--- src/rtl/multi_timer_pkg.sv ---
`default_nettype none
// ============================================================================
// Module   : multi_timer_pkg
// Brief    : Register-window offsets and decode helper for multi_timer.
// Revision : 1.0
// ============================================================================
package multi_timer_pkg;

    localparam int WINDOW_SIZE = 64;
    localparam int WIN_BITS    = $clog2(WINDOW_SIZE);

    localparam logic [5:0] OFF_CYCLE   = 6'h00;
    localparam logic [5:0] OFF_ACK     = 6'h04;
    localparam logic [5:0] OFF_STATUS  = 6'h08;
    localparam logic [5:0] OFF_CTRL    = 6'h0C;
    localparam logic [5:0] OFF_CH_BASE = 6'h10;
    localparam int         CH_STRIDE   = 8;

    // One extra bit so channels placed past the window never alias an offset.
    function automatic logic [6:0] ch_offset(input int ch);
        return 7'(int'(OFF_CH_BASE) + CH_STRIDE * ch);
    endfunction

endpackage
`default_nettype wire

--- src/rtl/timer_channel.sv ---
`default_nettype none
// ============================================================================
// Module   : timer_channel
// Brief    : One compare channel: compare/period registers, armed and sticky pending.
// Revision : 1.0
// ============================================================================
module timer_channel #(
    parameter int WIDTH = 32
) (
    input  logic             clock,
    input  logic             reset,
    input  logic [WIDTH-1:0] i_cycle,
    input  logic             i_enable,
    input  logic             i_compare_wr,
    input  logic             i_period_wr,
    input  logic [WIDTH-1:0] i_wdata,
    input  logic             i_ack,
    output logic             o_pending,
    output logic [WIDTH-1:0] o_compare,
    output logic [WIDTH-1:0] o_period
);

    logic [WIDTH-1:0] compare_q, compare_d;
    logic [WIDTH-1:0] period_q, period_d;
    logic             armed_q, armed_d;
    logic             pending_q, pending_d;
    logic             w_fire;

    assign w_fire = i_enable & armed_q & (i_cycle == compare_q);

    // A software compare write takes priority over the periodic reload.
    always_comb begin
        compare_d = compare_q;
        armed_d   = armed_q;
        period_d  = i_period_wr ? i_wdata : period_q;
        pending_d = w_fire | (pending_q & ~i_ack);
        if (i_compare_wr) begin
            compare_d = i_wdata;
            armed_d   = 1'b1;
        end else if (w_fire) begin
            if (period_q != '0) begin
                compare_d = compare_q + period_q;
            end else begin
                armed_d = 1'b0;
            end
        end
    end

    always_ff @(posedge clock or negedge reset) begin
        if (!reset) begin
            compare_q <= '1;
            period_q  <= '0;
            armed_q   <= 1'b0;
            pending_q <= 1'b0;
        end else begin
            compare_q <= compare_d;
            period_q  <= period_d;
            armed_q   <= armed_d;
            pending_q <= pending_d;
        end
    end

    assign o_pending = pending_q;
    assign o_compare = compare_q;
    assign o_period  = period_q;

endmodule
`default_nettype wire

--- src/rtl/multi_timer.sv ---
`default_nettype none
// ============================================================================
// Module   : multi_timer
// Brief    : Memory-mapped free-running counter with NUM_CH compare channels.
// Revision : 1.0
// ============================================================================
module multi_timer
    import multi_timer_pkg::*;
#(
    parameter int          NUM_CH    = 4,
    parameter int          WIDTH     = 32,
    parameter logic [31:0] BASE_ADDR = 32'hffff0100
) (
    input  logic              clock,
    input  logic              reset,
    input  logic [31:0]       data,
    input  logic [31:0]       address,
    input  logic              MemRead,
    input  logic              MemWrite,
    output logic [31:0]       rdata,
    output logic              TimerAddress,
    output logic              TimerInterrupt,
    output logic [NUM_CH-1:0] irq
);

    logic [WIDTH-1:0]    cycle_q, cycle_d;
    logic [NUM_CH-1:0]   ctrl_q, ctrl_d;
    logic [WIN_BITS-1:0] w_off;
    logic                w_wr;
    logic [NUM_CH-1:0]   w_pending;
    logic [WIDTH-1:0]    w_compare [NUM_CH];
    logic [WIDTH-1:0]    w_period  [NUM_CH];

    assign w_off        = address[WIN_BITS-1:0];
    assign TimerAddress = (address[31:WIN_BITS] == BASE_ADDR[31:WIN_BITS]) &&
                          (address[1:0] == 2'b00) && (MemRead || MemWrite);
    assign w_wr         = TimerAddress & MemWrite;

    always_comb begin
        cycle_d = cycle_q + WIDTH'(1);
        ctrl_d  = (w_wr && w_off == OFF_CTRL) ? data[NUM_CH-1:0] : ctrl_q;
    end

    always_ff @(posedge clock or negedge reset) begin
        if (!reset) begin
            cycle_q <= '0;
            ctrl_q  <= '0;
        end else begin
            cycle_q <= cycle_d;
            ctrl_q  <= ctrl_d;
        end
    end

    for (genvar i = 0; i < NUM_CH; i++) begin : g_ch
        timer_channel #(
            .WIDTH(WIDTH)
        ) u_ch (
            .clock        (clock),
            .reset        (reset),
            .i_cycle      (cycle_q),
            .i_enable     (ctrl_q[i]),
            .i_compare_wr (w_wr && ({1'b0, w_off} == ch_offset(i))),
            .i_period_wr  (w_wr && ({1'b0, w_off} == ch_offset(i) + 7'd4)),
            .i_wdata      (data[WIDTH-1:0]),
            .i_ack        (w_wr && (w_off == OFF_ACK) && data[i]),
            .o_pending    (w_pending[i]),
            .o_compare    (w_compare[i]),
            .o_period     (w_period[i])
        );
    end

    // Offsets inside the window with no backing register fall through as 0.
    always_comb begin
        rdata = '0;
        if (TimerAddress && MemRead) begin
            case (w_off)
                OFF_CYCLE:  rdata = 32'(cycle_q);
                OFF_STATUS: rdata = 32'(w_pending);
                OFF_CTRL:   rdata = 32'(ctrl_q);
                default: begin
                    for (int i = 0; i < NUM_CH; i++) begin
                        if ({1'b0, w_off} == ch_offset(i))         rdata = 32'(w_compare[i]);
                        if ({1'b0, w_off} == ch_offset(i) + 7'd4)  rdata = 32'(w_period[i]);
                    end
                end
            endcase
        end
    end

    assign irq            = w_pending;
    assign TimerInterrupt = |w_pending;

endmodule
`default_nettype wire
--- config.mk ---
export PLATFORM = sky130hd
export DESIGN_NAME = multi_timer
export DESIGN_NICKNAME = d
export VERILOG_FILES = /design/src/rtl/multi_timer_pkg.sv /design/src/rtl/timer_channel.sv /design/src/rtl/multi_timer.sv
export SDC_FILE = /design/constraint.sdc
export NUM_CORES = 1
export LEC_CHECK = 0
export CAP_MARGIN = 0
export CORE_MARGIN = 10
export CORE_UTILIZATION = 40
export DETAILED_ROUTE_END_ITERATION = 8
export HOLD_SLACK_MARGIN = 0.08
export SYNTH_ARGS = -nofsm -noshare
export SYNTH_HDL_FRONTEND = slang
export SYNTH_HIERARCHICAL = 1
export SYNTH_SLANG_ARGS = --single-unit
--- constraint.sdc ---
create_clock -name clock -period 4.85 [get_ports clock]
set_input_delay 0.97 -clock clock [delete_from_list [all_inputs] [get_ports clock]]
set_output_delay 0.97 -clock clock [all_outputs]
set_load 0.05 [all_outputs]
==> results.md <==
- Status: finished clean
- Vias/cell: 6.573
- Yosys warns: 6
- Ys flop type: dfrtp_1
- Core Region: around 60000 um2
- Crit path max-delay family: buffers and inverters
- Syn Nets: about 2900
- Detailed Place HPWL: around 84 mm
- Clock sink count: 300
- Yosys top cell area share: 0.1781
- Routed via count: about 23000
- Main combinational cell family by area after synthesis: compound AO/OA/AOI/OAI gates
- Hold_buf cts: 0
- First-pass GRT wire length: ~160 mm
- Port Buffers: between 100 and 150
- Placer Congestion: 1.039
- Post-CTS Setup Bufs: 0
- Synth top cells by count: 230 x nand2_1, 206 x a21oi_1, 192 x xnor2_1
- Pin count of the biggest net entering global routing: ~110
- Synthesis-stage register bit count: 300
- Ranking of synthesized cells by area: dfrtp_1 18%, dfstp_2 14%, xnor2_1 7.0%
- R2r setup slk: approximately 1.2 ns
- Share of layout cells above drive strength 1: 0.1926
- Vias in the first global route: between 20000 and 25000
- Compound-Gate Fraction of Synth Area: 0.2136
- Num CTS Buffers: 39
- Count of different cell masters after synthesis: between 80 and 90
- RR Endpoint: g_ch[3].u_ch/o_compare[30]
- Final critical-path share of the clock period: 0.9529
- Final hold vios: 0
- Placed cell areas: approximately 27000 um2
- CP max stage delay: around 0.6 ns
- Max capacitance violation total: 0
- Clock Latency Late Sink: 0.59 ns
- Slew Limit Fails: 0
- Slew @ Worst Pin: roughly 1.3 ns
- Hold Crit Class: flip-flop to flip-flop
- Worst-path maximum fanout: 32
- Most frequent cell after synthesis: nand2_1
- CTS tree: yes
- Rel. slew slack: 0.1352
- Ports: around 110
- GRT Util Overall: 0.3089
- Finished Layout Cells: 3544
- Worst Hold Path Cells: 2
- Power per Cell Area: around 220 nW/um2
- Synth Area in XOR/XNOR: 0.08771
- F_max: ~220 MHz
- First-pass DRT Iterations: 6
- Remaining Overflow, GRT: 0
- Resized cells post-CTS: 0
- ANT nets after route: 0
- Cell leakage power: 11.64 nW
- RSZ-0062 raised after global routing: false
- Synth Cell Area: about 24000 um2
- Critical path's most frequent cell: buf_4
- Peak supply drop: around 0.2 mV
- Placed Instances: roughly 3500
- Crit start category: primary input
- CP Cell Sequence: clkdlybuf4s50_1 -> or4_4 -> nor4_4 -> nand3_2 -> buf_4 -> a2111oi_0 -> buf_4 -> buf_12
- Synth Area in Simple Gates: 0.1629
- H-tree lvl count: 2
- Hold_sp: g_ch[0].u_ch/o_compare[2]
- Synth Area in Adders: 0.06803
- Design area: 27920 um2
- Mapped Avg Cell Area: about 9.1 um2
- Crit end category: output pin
- Final setup viols: 0
- Number of antenna violations at the first check in global routing: 10
- Max Clock Skew: about 0.031 ns
- DRT iter0 DRCs: between 3000 and 4000
- Buf+Inv Stages, Crit Path: 4
- Area delta synth->final: 15.52%
- Reg2reg path depth: 11
- Die W: 265.8 um
- Critical path arrival: 3.65 ns
- Ys async rst share: 1.000
- Routed length per instance: 31.80 um
- Seq/Total Area, Yosys: 0.3173
- Clock tree buffer depth: 3
- Top cell type by total area after synthesis: dfrtp_1
- Root Driver: clkbuf_16
- Mapped Cells: 2662
- Mux cell area share after synthesis: 0.1121
- Critical path class: primary input to output pin
- Worst-path clk slew: 0.06 ns
- Die area: slightly above 70000 um2
- # rows: 90
- CP required: 3.88 ns
- Hold path endpoint: g_ch[0].u_ch/o_compare[2]
- Number of synthesized flops with an enable pin: 0
- Post-route minimum period: roughly 4.6 ns
- Fin nets: a little under 3000
- Residual DRC: 0
- Routed WL: roughly 110 mm
- Die H: approximately 270 um
- FF-to-FF Start: g_ch[3].u_ch/o_period[0]
- Starting Density: 0.4019
- Highest-delay cell along the critical path: or4_4
-- registers in the layout, indices dropped and copies added (netlist names) --
name and count:
cycle_q 32, g_ch.u_ch/o_pending 4, g_ch.u_ch/o_period 128, g_ch.u_ch/armed_q 4, g_ch.u_ch/o_compare 128, ctrl_q 4
-- metrics by stage --
stage	hold WS, ns	total power, mW	TNS [ns]	utilization	setup WS [ns]
6_report	0.5192	6.070	0	0.4643	0.2287
5_1_grt	0.5297	6.217	0	0.4641	0.1022
4_1_cts	0.5206	6.101	0	0.4640	0.2090
3_5_place_dp	0.5115	2.905	0	0.4411	0.2186
3_3_place_gp	0.5001	2.903	0	0.4411	0.2689
2_1_floorplan	0.4803	2.644	-1.229	-	-0.6146
-- power breakdown --
group / internal (mW) / leakage, nW / switching [mW]
combinational: 0.102 / 7.25 / 0.259
clock: 1.92 / 0.680 / 1.28
sequential: 2.51 / 3.71 / 0.00000000624
-- kinds of logic (layout without fill, tap and decap cells) --
logic type,Yosys count,in the layout
multiplexers,216,216
buffers and inverters,217,312
AND/OR/NAND/NOR,783,783
adder cells (fa/ha/maj),129,129
other,0,5
AO/OA/AOI/OAI,775,775
XOR/XNOR,242,242
flip-flops,300,300
-- worst max-delay path by stage --
stage	start	endpoint	cells past startpoint
6_report	address[1]	rdata[1]	8
3_5_place_dp	address[1]	rdata[1]	8
3_3_place_gp	address[1]	rdata[5]	7
4_1_cts	address[1]	rdata[1]	8
5_1_grt	address[1]	rdata[1]	8
2_1_floorplan	address[1]	rdata[0]	5
-- cell usage in the layout (no fill, tap or decap), types with 69 or more instances in the layout --
cell type and count:
clkdlybuf4s50_1 69, nor2_1 183, o21ai_0 126, nand2_1 230
dfrtp_1 172, a21oi_1 206, ha_1 125, xnor2_1 192
dfstp_2 128, mux2_2 138, buf_4 76, nand4_1 75
-- final cells by class --
| class | count | area (um2) |
|---|---|---|
| inverters | 57 | 214.0 |
| well taps | 782 | 978.4 |
| repair buffers | 184 | 2037 |
| fillers | 5778 | 32220 |
| diodes | 5 | 12.51 |
| multi-input cells | 2145 | 15630 |
| clock inverters | 19 | 246.5 |
| clock buffers | 52 | 1136 |
| flip-flops and latches | 300 | 7667 |
-- metal layers --
metal | wire length, um | GRT usage
met2 | 50280 | 0.4816
met4 | 7134 | 0.1771
met1 | 44970 | 0.3843
met5 | 172 | 0.01563
met3 | 10140 | 0.07492
-- worst register-to-register path, stage by stage (launching register included) --
cell and delay, ns:
dfrtp_1 0.46, ha_1 0.26, fa_1 0.41, a21oi_1 0.23, nor3b_1 0.11, o21bai_1 0.24
nand2_1 0.23, a31oi_1 0.58, o21ai_0 0.31, a221oi_1 0.43, nor4_1 0.07, nand3b_1 0.22
(Power assumes the default switching activity.)
